$ cat src/rtl/dcpu16_pkg.sv
// dcpu16_pkg -- shared definitions for the DCPU-16 register-file arbiter.
//   state_t    : arbiter FSM encoding (IDLE -> ACCESS -> DONE -> IDLE)
//   ADR_W      : register address width (A..J = 0..7)
//   DAT_W      : register data width
//   CNT_W      : width of the debug starvation counter
//   STARVE_DEF : default number of core grants allowed while debug waits
//   sat_inc()  : saturating increment for the starvation counter
package dcpu16_pkg;

  localparam int ADR_W      = 3;
  localparam int DAT_W      = 16;
  localparam int CNT_W      = 3;
  localparam int STARVE_DEF = 4;

  typedef enum logic [1:0] {
    ST_IDLE   = 2'd0,
    ST_ACCESS = 2'd1,
    ST_DONE   = 2'd2
  } state_t;

  // Counter stops at its maximum rather than wrapping back to zero.
  function automatic logic [CNT_W-1:0] sat_inc(input logic [CNT_W-1:0] cnt);
    return (cnt == 3'd7) ? 3'd7 : (cnt + 3'd1);
  endfunction

endpackage

$ cat src/rtl/dcpu16_rfarb_sel.sv
// dcpu16_rfarb_sel -- combinational winner select and next starvation count.
//   c_req, d_req : pending requests from core and debug ports
//   cnt          : current count of core grants taken while debug waited
//   any_req      : at least one request is pending
//   grant_d      : debug wins this arbitration (core wins otherwise)
//   cnt_nxt      : counter value to load if this arbitration is taken
module dcpu16_rfarb_sel
  import dcpu16_pkg::*;
#(
  parameter int STARVE = STARVE_DEF
) (
  input  logic             c_req,
  input  logic             d_req,
  input  logic [CNT_W-1:0] cnt,
  output logic             any_req,
  output logic             grant_d,
  output logic [CNT_W-1:0] cnt_nxt
);

  localparam logic [CNT_W-1:0] STARVE_C = CNT_W'(STARVE);

  // Core has priority unless it is idle or debug has waited STARVE core grants.
  always_comb begin
    any_req = c_req | d_req;
    grant_d = 1'b0;
    cnt_nxt = cnt;
    if (d_req && (!c_req || (cnt == STARVE_C))) begin
      grant_d = 1'b1;
    end else begin
      grant_d = 1'b0;
    end
    if (!any_req) begin
      cnt_nxt = cnt;
    end else if (grant_d) begin
      cnt_nxt = 3'd0;
    end else if (d_req) begin
      // core took the slot while debug was waiting
      cnt_nxt = sat_inc(cnt);
    end else begin
      cnt_nxt = 3'd0;
    end
  end

endmodule

$ cat src/rtl/dcpu16_rfarb.sv
// dcpu16_rfarb -- arbitrates a core port and a debug port onto one register
// file. Each access takes three cycles: IDLE (arbitrate and latch the
// winner), ACCESS (drive the file, capture read data), DONE (ack winner).
//   clk, rst            : clock, asynchronous active-high reset
//   ena                 : global advance enable, low stalls everything
//   c_req/c_we/c_adr/c_dat, c_ack/c_dti : core request and response
//   d_req/d_we/d_adr/d_dat, d_ack/d_dti : debug request and response
//   rra, rwa, rwd, rwe  : register-file read/write address, data, enable
//   rrd                 : register-file combinational read data
module dcpu16_rfarb
  import dcpu16_pkg::*;
#(
  parameter int STARVE = STARVE_DEF
) (
  input  logic             clk,
  input  logic             rst,
  input  logic             ena,
  input  logic             c_req,
  input  logic             c_we,
  input  logic [ADR_W-1:0] c_adr,
  input  logic [DAT_W-1:0] c_dat,
  output logic             c_ack,
  output logic [DAT_W-1:0] c_dti,
  input  logic             d_req,
  input  logic             d_we,
  input  logic [ADR_W-1:0] d_adr,
  input  logic [DAT_W-1:0] d_dat,
  output logic             d_ack,
  output logic [DAT_W-1:0] d_dti,
  output logic [ADR_W-1:0] rra,
  output logic [ADR_W-1:0] rwa,
  output logic [DAT_W-1:0] rwd,
  output logic             rwe,
  input  logic [DAT_W-1:0] rrd
);

  state_t             state_r;
  logic [CNT_W-1:0]   cnt_r;
  logic               id_r;      // 1 = debug owns the current access
  logic               rwe_r;
  logic [ADR_W-1:0]   adr_r;
  logic [DAT_W-1:0]   rwd_r;
  logic               c_ack_r;
  logic               d_ack_r;
  logic [DAT_W-1:0]   c_dti_r;
  logic [DAT_W-1:0]   d_dti_r;

  logic               any_req_s;
  logic               grant_d_s;
  logic [CNT_W-1:0]   cnt_nxt_s;
  logic               win_we_s;
  logic [ADR_W-1:0]   win_adr_s;
  logic [DAT_W-1:0]   win_dat_s;

  dcpu16_rfarb_sel #(
    .STARVE (STARVE)
  ) u_sel (
    .c_req   (c_req),
    .d_req   (d_req),
    .cnt     (cnt_r),
    .any_req (any_req_s),
    .grant_d (grant_d_s),
    .cnt_nxt (cnt_nxt_s)
  );

  // Route the winning port's request fields; the loser is never latched.
  always_comb begin
    win_we_s  = c_we;
    win_adr_s = c_adr;
    win_dat_s = c_dat;
    if (grant_d_s) begin
      win_we_s  = d_we;
      win_adr_s = d_adr;
      win_dat_s = d_dat;
    end else begin
      win_we_s  = c_we;
      win_adr_s = c_adr;
      win_dat_s = c_dat;
    end
  end

  // Arbiter FSM; the file-side and port-side output registers double as the
  // request latches, so everything advances only when ena is high.
  always_ff @(posedge clk or posedge rst) begin
    if (rst) begin
      state_r <= ST_IDLE;
      cnt_r   <= 3'd0;
      id_r    <= 1'b0;
      rwe_r   <= 1'b0;
      adr_r   <= 3'd0;
      rwd_r   <= 16'd0;
      c_ack_r <= 1'b0;
      d_ack_r <= 1'b0;
      c_dti_r <= 16'd0;
      d_dti_r <= 16'd0;
    end else if (ena) begin
      case (state_r)
        ST_IDLE: begin
          if (any_req_s) begin
            id_r    <= grant_d_s;
            rwe_r   <= win_we_s;
            adr_r   <= win_adr_s;
            rwd_r   <= win_dat_s;
            cnt_r   <= cnt_nxt_s;
            state_r <= ST_ACCESS;
          end else begin
            state_r <= ST_IDLE;
          end
        end
        ST_ACCESS: begin
          // rrd still shows the pre-write value: the file updates on this edge
          rwe_r <= 1'b0;
          if (id_r) begin
            d_dti_r <= rrd;
          end else begin
            c_dti_r <= rrd;
          end
          c_ack_r <= ~id_r;
          d_ack_r <= id_r;
          state_r <= ST_DONE;
        end
        ST_DONE: begin
          c_ack_r <= 1'b0;
          d_ack_r <= 1'b0;
          state_r <= ST_IDLE;
        end
        default: begin
          rwe_r   <= 1'b0;
          c_ack_r <= 1'b0;
          d_ack_r <= 1'b0;
          state_r <= ST_IDLE;
        end
      endcase
    end
  end

  // A stalled write must not reach the file, so the enable is gated by ena.
  assign rwe   = rwe_r & ena;
  assign rra   = adr_r;
  assign rwa   = adr_r;
  assign rwd   = rwd_r;
  assign c_ack = c_ack_r;
  assign d_ack = d_ack_r;
  assign c_dti = c_dti_r;
  assign d_dti = d_dti_r;

endmodule

$ cat config.mk
export PLATFORM = sky130hd
export DESIGN_NAME = dcpu16_rfarb
export DESIGN_NICKNAME = d
export VERILOG_FILES = /design/src/rtl/dcpu16_pkg.sv /design/src/rtl/dcpu16_rfarb_sel.sv /design/src/rtl/dcpu16_rfarb.sv
export SDC_FILE = /design/constraint.sdc
export NUM_CORES = 1
export LEC_CHECK = 0
export CAP_MARGIN = 30
export CORE_ASPECT_RATIO = 0.9
export CORE_MARGIN = 4
export CORE_UTILIZATION = 42
export CTS_CLUSTER_DIAMETER = 50
export DETAILED_ROUTE_END_ITERATION = 12
export PLACE_DENSITY = 0.8
export SKIP_LAST_GASP = 1
export SLEW_MARGIN = 20
export SYNTH_ARGS = -nofsm -noshare
export SYNTH_HDL_FRONTEND = slang
export SYNTH_SLANG_ARGS = --single-unit
$ cat constraint.sdc
create_clock -name clk -period 1.9 [get_ports clk]
set_input_delay 0.285 -clock clk [delete_from_list [all_inputs] [get_ports clk]]
set_output_delay 0.285 -clock clk [all_outputs]
set_load 0.02 [all_outputs]
---- Yosys cells after proc, flatten, opt, wreduce, memory -nomap -nowiden ----
Cells that the tools add are included.
storage, ports and cells
  register bits ........................... 60
  input bits .............................. 61
  output and inout port bits .............. 57
  word-level logic and storage cells ...... 43
operators by class
  add/subtract/negate cells ............... 1
  equality and inequality tests ........... 5
  mux-type cells .......................... 13
  bitwise gates (word level) .............. 5
  reductions and logical operators ........ 9
operators with widths
  cell                                           count
  2-to-1 mux 16 bit                              1
  2-to-1 mux 3 bit                               4
  AND reduction 3 bit                            4
  == test 3 bit, second input constant           2
  one-hot mux 1 bit (2 select lines)             3
  2-to-1 mux 1 bit                               4
  one-hot mux 2 bit (2 select lines)             1
  adder 3 x 1 -> 3 bit, second input constant    1
  NOT 1 bit                                      3
  == test 2 x 1 -> 1 bit, second input constant  1
  == test 2 bit, second input constant           1
  zero test 2 bit                                1
  inequality test 2 bit, second input constant   1
  AND reduction 2 bit                            1
  AND 1 bit                                      1
  logical AND 1 bit                              1
  zero test 1 bit                                1
  logical OR 1 bit                               1
  bitwise OR 1 bit                               1

---- Logic depth before layout (Yosys ltp) ----
Gate-level depths: netlist of the first run.
  depth in word-level cells ............... 7
  gate-level depth with buffers ........... 6
  mapped depth without buffers ............ 5

---- Cells and area by module ----
A second synthesis of the first run with hierarchy kept.
second synthesis, totals
  cells, all modules ...................... 185
  area total of the unflattened synthesis .. 2820.2 sq um
modules (own cells, without submodules)
  module            instances  cells each  area each (sq um)  seq. area each (sq um)
  dcpu16_rfarb      1          166         2708.8             1501.4
  dcpu16_rfarb_sel  1          19          111.4              0.0

---- Least setup slack after synthesis of the first run ----
OpenSTA, ideal clock, no wires.
  path type ............................... register to register
  start point ............................. register state_r[1]
  end point ............................... register c_dti_r[0], in the netlist c_dti[0]
  library setup time ...................... 125 ps
  arrival time ............................ 1394 ps
  required time ........................... 1775 ps
  path slack .............................. 381 ps
  cell stages (with the launch flop) ...... 5
  buffers on the path ..................... 1
  period minus slack after synthesis ...... 1519 ps
  cells stage by stage .................... dfrtp_1 nand3b_1 nor2_2 buf_4 mux2_2
between the ends
  longest elaborated chain between the ends .. 2
ends and longest elaborated chain
  element                               RTL line             RTL
  from (decl)                           dcpu16_rfarb.sv:37   state_t state_r;
  from (signal assigned)                dcpu16_rfarb.sv:86   state_r <= ST_IDLE;
  from (signal assigned)                dcpu16_rfarb.sv:105  state_r <= ST_ACCESS;
  from (signal assigned)                dcpu16_rfarb.sv:107  state_r <= ST_IDLE;
  == test 2 x 1 -> 1 bit                dcpu16_rfarb.sv:97   case (state_r)
  AND reduction 3 bit (no source line)  n/a
  to (signal assigned)                  dcpu16_rfarb.sv:116  c_dti_r <= rrd;
  to (decl)                             dcpu16_rfarb.sv:45   logic [DAT_W-1:0] c_dti_r;
Every way passes these cells.
A chain may end at the register's enable or synchronous reset.

---- Worst setup path after layout of the first run ----
  start point ............................. register adr_r[1], in the netlist rra[1]
  end point ............................... output rra[1]
RTL lines
  element                 RTL line             RTL
  from (decl)             dcpu16_rfarb.sv:41   logic [ADR_W-1:0] adr_r;
  from (signal assigned)  dcpu16_rfarb.sv:102  adr_r <= win_adr_s;
  to (decl)               dcpu16_rfarb.sv:30   output logic [ADR_W-1:0] rra,
No word-level cell between the ends.

==> results.md, run 1 <==
- Largest family of logic cells by synthesized area: compound AO/OA/AOI/OAI gates
- Fin area: 4217 µm²
- Row count: 27
- Number of max-capacitance violations reported: 0
- Clock-pin slew on the worst setup and hold paths: around 0.07 ns
- Worst hold-check slack: 0.3304 ns
- Worst Setup Slack, final: 0.2739 ns
- Crit Path Max Fanout: 3
- Worst Path Buf+Inv: 1
- Detailed-route wire length: around 7000 µm
- Post-synthesis sequential element count: 60
- Family of cells with the greatest summed delay on the critical path: buffers and inverters
- Classification of the worst-slack hold path: primary input to async pin
- Share of the core filled with cells: 68.58%
- Avg Vias per Cell: 5.133
- Power per unit of standard cell area: ~1600 nW/µm²
- Crit path cell chain: clkdlybuf4s50_1
- Number of placed instances with taps included: 427
- Total iterations of the first detailed-routing run: 4
- Worst-case setup slack after placement: between 0.03 and 0.04 ns
- Gate power share: between 40% and 50%
- Initial DRC Count: 61
- Share of layout cells above drive strength 1: between 10% and 20%
- Data required time of the worst path: 1.62 ns
- Most frequently used flop master after synthesis: dfrtp_1
- Final routed wire length divided by cell count: roughly 16 µm
- Internal: 4.372 mW
- Fin crit period: 1.626 ns
- FF-to-FF Start: cnt_r[0]
- Final antenna diode count: 0
- Adder and majority cell fraction of the synthesized area: 0.9320%
- H-tree Lvls: 3
- Clock tree from TritonCTS: built
- Worst slew margin relative to its limit: 78.67%
- Max clock buf depth: 2
- Inserted Clock Buffers: 9
- Via count of the routed design: between 2,000 and 2,500
- Count of warnings emitted by yosys: 0
- Hold-fix buffer count after cts: 0
- Final number of setup-violating endpoints: 0
- Compound-cell area share of the yosys netlist: around 16%
- Antenna violations before repair: 0
- EDFF count, synth: 0
- DRT antenna net count: 0
- Share of synthesized registers carrying an async set or reset: 100.0%
- Net switching power: 2.315 mW
- Final hold viol count: 0
- Die Area: about 7700 µm²
- Synth Area in XOR/XNOR: 0%
- Worst Setup End Kind: output port
- Maximum clock frequency: 0.6150 GHz
- Area of the placeable core: just over 6000 µm²
- Status: completed
- Switching power share of the total: 34.62%
- Setup slack on the worst flop-to-flop path: 0.31 ns
- Total congestion overflow: 0
- Slew Viols, Final: 0
- Area fraction in and, or, nand and nor cells after synthesis: 6.803%
- Synth Instances: 230
- Vias in the first global route: 2,330
- Sinks on the clock net: 60
- Layout Cells excl Fill: about 440
- Critical path type: flop to output port
- Slowest stage delay, CP: 0.62 ns
- Endpoint of the worst register-to-register path: rra[2]
- Routability congestion estimate: 0.7360
- Number of setup buffers added after CTS: 0
- Die extent in y: roughly 84 µm
- Clock skew: 0.005056 ns
- Launch point of the critical path: rra[1]
- First-pass GRT wire length: 11,370 µm
- Period utilisation layout: 85.58%
- Remaining routing DRC violations: 0
- Number of I/O pins: 118
- PortBufs: 117
- Average cell area after synthesis: around 12 µm²
- Maximum number of pins on one net before global-route repair: 61
- Actual transition at the worst max-transition pin: 0.3200 ns
- Layout Nets: 414
- Number of cells upsized or downsized after cts: 0
- Flop pwr share: around a third
- Critical path arrival: 1.34 ns
- Layout-stage area growth over the synthesis result: 57.04%
- Root buffer cell: clkbuf_8
- Aggregate negative setup slack: 0 ns
- Post-Synthesis Cell Area: around 2700 µm²
- Count of cell types in the netlist: 29
- Register area share after synthesis: 55.92%
- Gr usage total: a little under a fifth
- Part of the total power dissipated in the clock network: 19.2%
- Placed wire-length estimate: 5130 µm
- Horizontal die dimension: 92.28 µm
- Unrepaired setup endpoints after global routing: false
- Number of cells traversed by the worst register-to-register path: 6
- Overall Power: 6.687 mW
- Portion of netlist area occupied by mux cells: 14.68%
- Leakage Power: approximately 1.8 nW
- Source-to-sink clock delay at the later pin of the worst-skew pair: 0.33 ns
- Number of nets in the synthesized netlist: 293
- Nature of the critical path startpoint: flop
- CP max stage cell: clkdlybuf4s50_1
- Initial Util: 43.67%
- Placement-stage cell area: 3990 µm²
- Peak VDD IR: around 0.76 mV
-- cells by family after synthesis --
logic type,Yosys count
adder cells (fa/ha/maj),2
multiplexers,32
AO/OA/AOI/OAI,74
AND/OR/NAND/NOR,34
buffers and inverters,28
flip-flops,60
-- layout by cell type, fill, tap and decap left out, types with 2 or more instances in the layout --
cell               n
buf_4             10
inv_1              5
nand3_1           20
a21o_1             2
or2_1              2
clkbuf_8          11
nand2_1            5
buf_12             4
ha_1               2
a21oi_1           20
bufinv_16          2
inv_2              2
o21ai_0           25
mux2_4             9
mux2_2            23
clkdlybuf4s50_1  116
dfrtp_1           60
and2_1             3
o2111ai_1          2
a31oi_1           20
-- worst max-delay path by stage --
stage / endpoint / slack (ns) / depth (start not counted)
floorplan: c_ack / 0.13 / 1
global route: rra[2] / 0.18 / 6
CTS: rwe / 0.03 / 3
global placement: rwe / 0.05 / 3
detailed placement: rwe / 0.04 / 3
finish: rra[1] / 0.27 / 1
-- worst reg2reg max path, stage by stage (launching register included) --
cell,delay (ns)
dfrtp_1,0.35
inv_1,0.08
ha_1,0.23
a21boi_1,0.30
buf_4,0.27
o21ai_0,0.11
a31oi_1,0.18
-- sequential cells by signal, summed over array words and instances, names as in the netlist --
register  cells
d_dti        16
rra           3
c_dti        16
d_ack         1
state_r       2
id_r          1
cnt_r         3
c_ack         1
rwd          16
rwe_r         1
-- synthesized netlist by cell type (all sizes together), types with 3 or more instances --
| cell | number | area, µm² |
|---|---|---|
| dfrtp | 60 | 1501 |
| mux2 | 32 | 394.1 |
| o21ai | 25 | 125.1 |
| a21oi | 20 | 100.1 |
| a31oi | 20 | 125.1 |
| nand3 | 20 | 100.1 |
| buf | 12 | 96.34 |
| clkbuf | 9 | 33.78 |
| inv | 7 | 26.27 |
| nand2 | 5 | 18.77 |
| and2 | 3 | 18.77 |
-- routing by layer --
layer,vias up,global-route usage (%),share of wire [%]
met1,1081,22.89,43
met4,0,7.018,1.2
li1,1075,-,-
met2,104,29.84,46
met5,-,0,0
met3,9,7.214,9.5
-- area by class of cell --
| class | instances | area (µm²) |
|---|---|---|
| Inverter | 7 | 26.28 |
| Clock buffer | 11 | 151.4 |
| Tap cell | 87 | 108.9 |
| Fill cell | 499 | 1932 |
| Multi-Input combinational cell | 142 | 1027 |
| Clock inverter | 4 | 72.57 |
| Sequential cell | 60 | 1501 |
| Timing Repair Buffer | 131 | 1329 |
-- power groups by stage --
stage | clock, mW | sequential (mW) | combinational (mW)
4_1_cts | 1.32 | 2.24 | 3.21
3_3_place_gp | 0 | 2.23 | 3.14
3_5_place_dp | 0 | 2.26 | 3.20
5_1_grt | 1.38 | 2.32 | 3.37
6_report | 1.28 | 2.24 | 3.17
2_1_floorplan | 0 | 2.91 | 0.969
Power figures use the tool's default switching activity.
==> inputs of run 2 (changes only) <==
- CORE_UTILIZATION: 42 -> 43
- CTS_BUF_LIST: not set -> sky130_fd_sc_hd__clkbuf_4
- PLACE_DENSITY: 0.8 -> 0.82
==> results.md, run 2 (same netlist as run 1, synthesis figures left out) <==
- Status: completed
- Layout Cells excl Fill: 428 (-3.2%)
- Clock tree from TritonCTS: built
- Number of I/O pins: 118 (unchanged)
- Data required time of the worst path: 1.62 ns (about the same)
- Number of placed instances with taps included: 412 (-3.5%)
- Sinks on the clock net: 60 (unchanged)
- CP max stage cell: clkdlybuf4s50_1
- PortBufs: 117 (unchanged)
- Critical path arrival: 1.41 ns (+0.07 ns)
- Final routed wire length divided by cell count: 16.69 µm (+5.3%)
- Total congestion overflow: 0 (unchanged)
- Antenna violations before repair: 0 (unchanged)
- Nature of the critical path startpoint: flop
- FF-to-FF Start: cnt_r[0]
- Final antenna diode count: 0 (unchanged)
- Leakage Power: 1.746 nW (-2.3%)
- Slew Viols, Final: 0 (unchanged)
- Gr usage total: 19.64% (+0.95 points)
- First-pass GRT wire length: 11,760 µm (+3.5%)
- Maximum clock frequency: 0.5906 GHz (-4.0%)
- Aggregate negative setup slack: 0 ns (unchanged)
- Actual transition at the worst max-transition pin: 0.4137 ns (+0.09366 ns)
- Slowest stage delay, CP: 0.63 ns (about the same)
- Peak VDD IR: 0.5830 mV (-24%)
- Layout Nets: 414 (unchanged)
- Vias in the first global route: 2,362 (+1.4%)
- Endpoint of the worst register-to-register path: rra[2]
- Area of the placeable core: 6081 µm² (-1.1%)
- Final number of setup-violating endpoints: 0 (unchanged)
- Via count of the routed design: 2,300 (+1.4%)
- Fin crit period: 1.693 ns (+0.06715 ns)
- Total iterations of the first detailed-routing run: 4 (unchanged)
- Initial Util: 44.16% (+0.49 points)
- Crit Path Max Fanout: 3 (unchanged)
- Number of setup buffers added after CTS: 0 (unchanged)
- Die extent in y: 82.97 µm (-1.1%)
- Classification of the worst-slack hold path: primary input to async pin
- Most common cell after layout, fill and taps aside: clkdlybuf4s50_1
- Number of cells on the critical path: 1 (unchanged)
- Placed wire-length estimate: 5214 µm (+1.6%)
- Most used cells in the layout excluding fill and tap cells: clkdlybuf4s50_1 (116), dfrtp_1 (60), o21ai_0 (25)
- Setup slack on the worst flop-to-flop path: 0.39 ns (+0.08 ns)
- DRT antenna net count: 0 (unchanged)
- Clock-pin slew on the worst setup and hold paths: 0.10 ns (+0.03 ns)
- Clock skew: 0.009359 ns (+0.004304 ns)
- Horizontal die dimension: 91.30 µm (-1.1%)
- Sequential cell area: 1501 µm² (unchanged)
- Initial DRC Count: 97 (+59%)
- Worst slew margin relative to its limit: 72.42% (-6.2 points)
- Number of max-capacitance violations reported: 0 (unchanged)
- Launch point of the critical path: rra[0]
- Maximum number of pins on one net before global-route repair: 37 (-39%)
- Family of cells with the greatest summed delay on the critical path: buffers and inverters
- Area used by multi-input combinational logic: 1027 µm² (unchanged)
- H-tree Lvls: 3 (unchanged)
- Number of cells traversed by the worst register-to-register path: 6 (unchanged)
- Number of cells upsized or downsized after cts: 0 (unchanged)
- Hold-fix buffer count after cts: 0 (unchanged)
- Detailed-route wire length: 7142 µm (+1.9%)
- Power per unit of standard cell area: 1530 nW/µm² (-3.5%)
- Layout-stage area growth over the synthesis result: 52.38%
- Remaining routing DRC violations: 0 (unchanged)
- Die Area: 7574 µm² (-2.1%)
- Share of layout cells above drive strength 1: 18.54% (-0.33 points)
- Period utilisation layout: 89.12% (+3.5 points)
- Row count: 27 (unchanged)
- Root buffer cell: clkbuf_4
- Avg Vias per Cell: 5.374 (+4.7%)
- Source-to-sink clock delay at the later pin of the worst-skew pair: 0.39 ns (+0.06 ns)
- Worst Path Buf+Inv: 1 (unchanged)
- Final hold viol count: 0 (unchanged)
- Final-layout fill cell count: 468 (-6.2%)
- Unrepaired setup endpoints after global routing: false
- Worst Setup End Kind: output port
- Crit path cell chain: clkdlybuf4s50_1
- Routability congestion estimate: 0.7498 (+1.9%)
- Critical path type: flop to output port
- Inserted Clock Buffers: 9 (unchanged)
- Max clock buf depth: 2 (unchanged)
[run 2: changes by cell type in the layout (fill, tap and decap cells not counted)]
cell and delta:
buf_4 +1, clkbuf_4 +10, clkinv_2 +1, bufinv_16 -1, clkinv_1 +2, buf_12 -1, clkbuf_8 -11
[run 2: final cells by class]
class                   instances  share of cell area, %
multi-input cells             142                  25.11
clock inverters                 6                  1.346
well taps                      72                  2.202
flip-flops and latches         60                  36.70
repair buffers                131                  32.17
clock buffers                  10                  1.835
inverters                       7                 0.6422
[run 2: power by group]
part	leakage (nW)	internal (mW)	total [mW]	switching, mW
clock	0.0712	0.403	0.861	0.457
combinational	0.962	1.67	3.16	1.49
sequential	0.713	1.88	2.24	0.363
[run 2: per-layer routing]
metal / vias up / share of wire (%) / GRT usage [%]
met4: 0 / 1.4 / 8.082
met2: 96 / 47 / 31.68
met5: - / 0 / 0
met3: 10 / 8.0 / 6.522
met1: 1117 / 44 / 24.19
li1: 1077 / - / -
[run 2: per-stage QoR]
stage          area [µm²]  power (mW)  hold WS (ns)  setup WS (ns)  util [%]
2_1_floorplan        2685       3.878        0.3814         0.1303         -
3_3_place_gp         3959       5.348        0.4573        0.05189     65.10
3_5_place_dp         3959       5.457        0.4656        0.02890     65.10
4_1_cts              4089       6.328        0.2386        0.02150     67.24
5_1_grt              4091       6.637        0.2584         0.1080     67.28
6_report             4091       6.261        0.2524         0.2068     67.28
[run 2: worst min-delay path: cells and delay by family]
family | cells | cell delay (ns)
buf+inv | 3 | 0.71
[run 2: how the worst max path moves through the flow]
stage	end	slack (ns)
floorplan	c_ack	0.13
global placement	rwe	0.05
detailed placement	rwe	0.03
CTS	rwe	0.02
global route	rra[0]	0.11
finish	rra[0]	0.21
==> inputs of run 3 (changes only) <==
- CORE_MARGIN: 4 -> 2
- SLEW_MARGIN: 20 -> not set
==> results.md, run 3 (same netlist as run 1, synthesis figures left out) <==
- Unrepaired setup endpoints after global routing: false
- Final antenna diode count: 0 (unchanged)
- Gate power share: 48.3% (-2.1 points)
- Final-layout fill cell count: 458 (-2.1%)
- CP max stage cell: clkdlybuf4s50_1
- Flop pwr share: 34.0% (-1.8 points)
- Row count: 27 (unchanged)
- Worst hold-check slack: 0.2370 ns (-0.01541 ns)
- Most used cells in the layout excluding fill and tap cells: clkdlybuf4s50_1 (116), dfrtp_1 (60), o21ai_0 (25)
- Worst Setup Slack, final: 0.1965 ns (-0.01033 ns)
- Fin crit period: 1.704 ns (+0.01033 ns)
- Part of the total power dissipated in the clock network: 17.7% (+4.0 points)
- Endpoint of the worst register-to-register path: rra[0]
- Initial Util: 44.16% (unchanged)
- First-pass GRT wire length: 10,700 µm (-9.1%)
- Nature of the critical path startpoint: flop
- Area of the placeable core: 6081 µm² (unchanged)
- Family of cells with the greatest summed delay on the critical path: buffers and inverters
- Power per unit of standard cell area: 1577 nW/µm² (+3.0%)
- Number of I/O pins: 118 (unchanged)
- Actual transition at the worst max-transition pin: 0.4179 ns (+0.004178 ns)
- PortBufs: 117 (unchanged)
- Clock skew: 0.01337 ns (+0.004011 ns)
- Worst slew margin relative to its limit: 72.14% (-0.28 points)
- Final hold viol count: 0 (unchanged)
- Crit Path Max Fanout: 3 (unchanged)
- Setup slack on the worst flop-to-flop path: 0.30 ns (-0.09 ns)
- Layout-stage area growth over the synthesis result: 54.80%
- Aggregate negative setup slack: 0 ns (unchanged)
- Detailed-route wire length: 6884 µm (-3.6%)
- Via count of the routed design: 2,290 (-0.43%)
- Maximum number of pins on one net before global-route repair: 61 (+65%)
- Critical path arrival: 1.42 ns (about the same)
- Gr usage total: 20.19% (+0.56 points)
- Worst Setup End Kind: output port
- Placement-stage cell area: 3971 µm² (+0.32%)
- Die extent in y: 78.97 µm (-4.8%)
- Peak VDD IR: 0.7379 mV (+27%)
- Inserted Clock Buffers: 9 (unchanged)
- Share of layout cells above drive strength 1: 18.82% (+0.28 points)
- Layout Nets: 414 (unchanged)
- Status: completed
- Maximum clock frequency: 0.5870 GHz (-0.61%)
- Worst Path Buf+Inv: 1 (unchanged)
- Slew Viols, Final: 0 (unchanged)
- Remaining routing DRC violations: 0 (unchanged)
- Worst-case setup slack after placement: 0.03134 ns (+0.002437 ns)
- Horizontal die dimension: 87.30 µm (-4.4%)
- Number of max-capacitance violations reported: 0 (unchanged)
- Total iterations of the first detailed-routing run: 5 (+1)
- Period utilisation layout: 89.66% (+0.54 points)
- Slowest stage delay, CP: 0.62 ns (about the same)
- Total congestion overflow: 0 (unchanged)
- Data required time of the worst path: 1.62 ns (about the same)
- Number of cells traversed by the worst register-to-register path: 6 (unchanged)
- Final number of setup-violating endpoints: 0 (unchanged)
- Sinks on the clock net: 60 (unchanged)
- Most common cell after layout, fill and taps aside: clkdlybuf4s50_1
- Crit path cell chain: clkdlybuf4s50_1
- Vias in the first global route: 2,264 (-4.1%)
- Switching power share of the total: 35.52% (-1.3 points)
- Routability congestion estimate: 0.7359 (-1.9%)
- Final routed wire length divided by cell count: 16.08 µm (-3.6%)
- Clock-pin slew on the worst setup and hold paths: 0.11 ns (about the same)
- DRT antenna net count: 0 (unchanged)
- Initial DRC Count: 82 (-15%)
- H-tree Lvls: 3 (unchanged)
- FF-to-FF Start: cnt_r[0]
- Max clock buf depth: 2 (unchanged)
- Internal: 4.226 mW (+6.9%)
- Avg Vias per Cell: 5.350 (-0.43%)
- Fin area: 4156 µm² (+1.6%)
- Root buffer cell: clkbuf_4
- Net switching power: 2.328 mW (+0.90%)
- Source-to-sink clock delay at the later pin of the worst-skew pair: 0.40 ns (about the same)
- Antenna violations before repair: 0 (unchanged)
- Placed wire-length estimate: 4856 µm (-6.9%)
- Critical path type: flop to output port
- Die Area: 6893 µm² (-9.0%)
- Clock tree from TritonCTS: built
- Classification of the worst-slack hold path: primary input to async pin
- Leakage Power: 1.770 nW (+1.4%)
[run 3: cell types whose count changed in the layout (fill, tap and decap cells not counted), sizes merged]
cell    delta
clkinv     -1
clkbuf     -1
bufinv     +2
[run 3: worst reg2reg max path, delay by kind of cell, from the launching register on]
family          cells  cell delay, ns
fa+ha+maj           1            0.23
compound gates      3            0.59
flops               1            0.37
buf+inv             2            0.35
[run 3: how the worst max path moves through the flow]
stage	start	end	slack [ns]	cells after the start
6_report	rra[1]	rra[1]	0.20	1
5_1_grt	rra[1]	rwa[1]	0.12	1
4_1_cts	ena	rwe	0.03	3
3_5_place_dp	ena	rwe	0.03	3
3_3_place_gp	ena	rwe	0.06	3
2_1_floorplan	rst	c_ack	0.13	1
[run 3: repair_timing]
item	CTS	global route
resized for setup	0	1
endpoints found under the hold margin	0	0
setup endpoints to repair	0	1
hold buffers	0	0
buffers inserted	0	0
[run 3: area by class of cell]
| type | instances | area (µm²) | share of cell area, % |
|---|---|---|---|
| inverter | 7 | 26.28 | 0.6321 |
| clock buffer | 9 | 67.56 | 1.626 |
| sequential | 60 | 1501 | 36.12 |
| tap | 72 | 90.09 | 2.167 |
| multi-input combinational | 142 | 1027 | 24.71 |
| timing repair buffer | 131 | 1329 | 31.97 |
| clock inverter | 7 | 115.1 | 2.769 |
[run 3: per-stage QoR]
stage | power, mW | util [%] | instances
floorplan | 3.878 | - | 230
global placement | 5.346 | 65.31 | 412
detailed placement | 5.435 | 65.31 | 412
CTS | 6.607 | 68.31 | 428
global route | 6.914 | 68.35 | 428
finish | 6.554 | 68.35 | 428
[run 3: routing by layer]
metal | vias up | part of all wire [%] | GRT usage, %
li1 | 1076 | - | -
met1 | 1093 | 42 | 23.96
met2 | 110 | 48 | 34.02
met3 | 11 | 7.8 | 5.613
met4 | 0 | 1.9 | 8.923
met5 | - | 0 | 0
[run 3: power groups by stage]
stage                     sequential (mW)  combinational [mW]  clock, mW
after floorplan                      2.91               0.969          0
after global placement               2.23                3.12          0
after detailed placement             2.25                3.19          0
after CTS                            2.23                3.20       1.18
after global routing                 2.30                3.37       1.25
final                                2.23                3.17       1.16
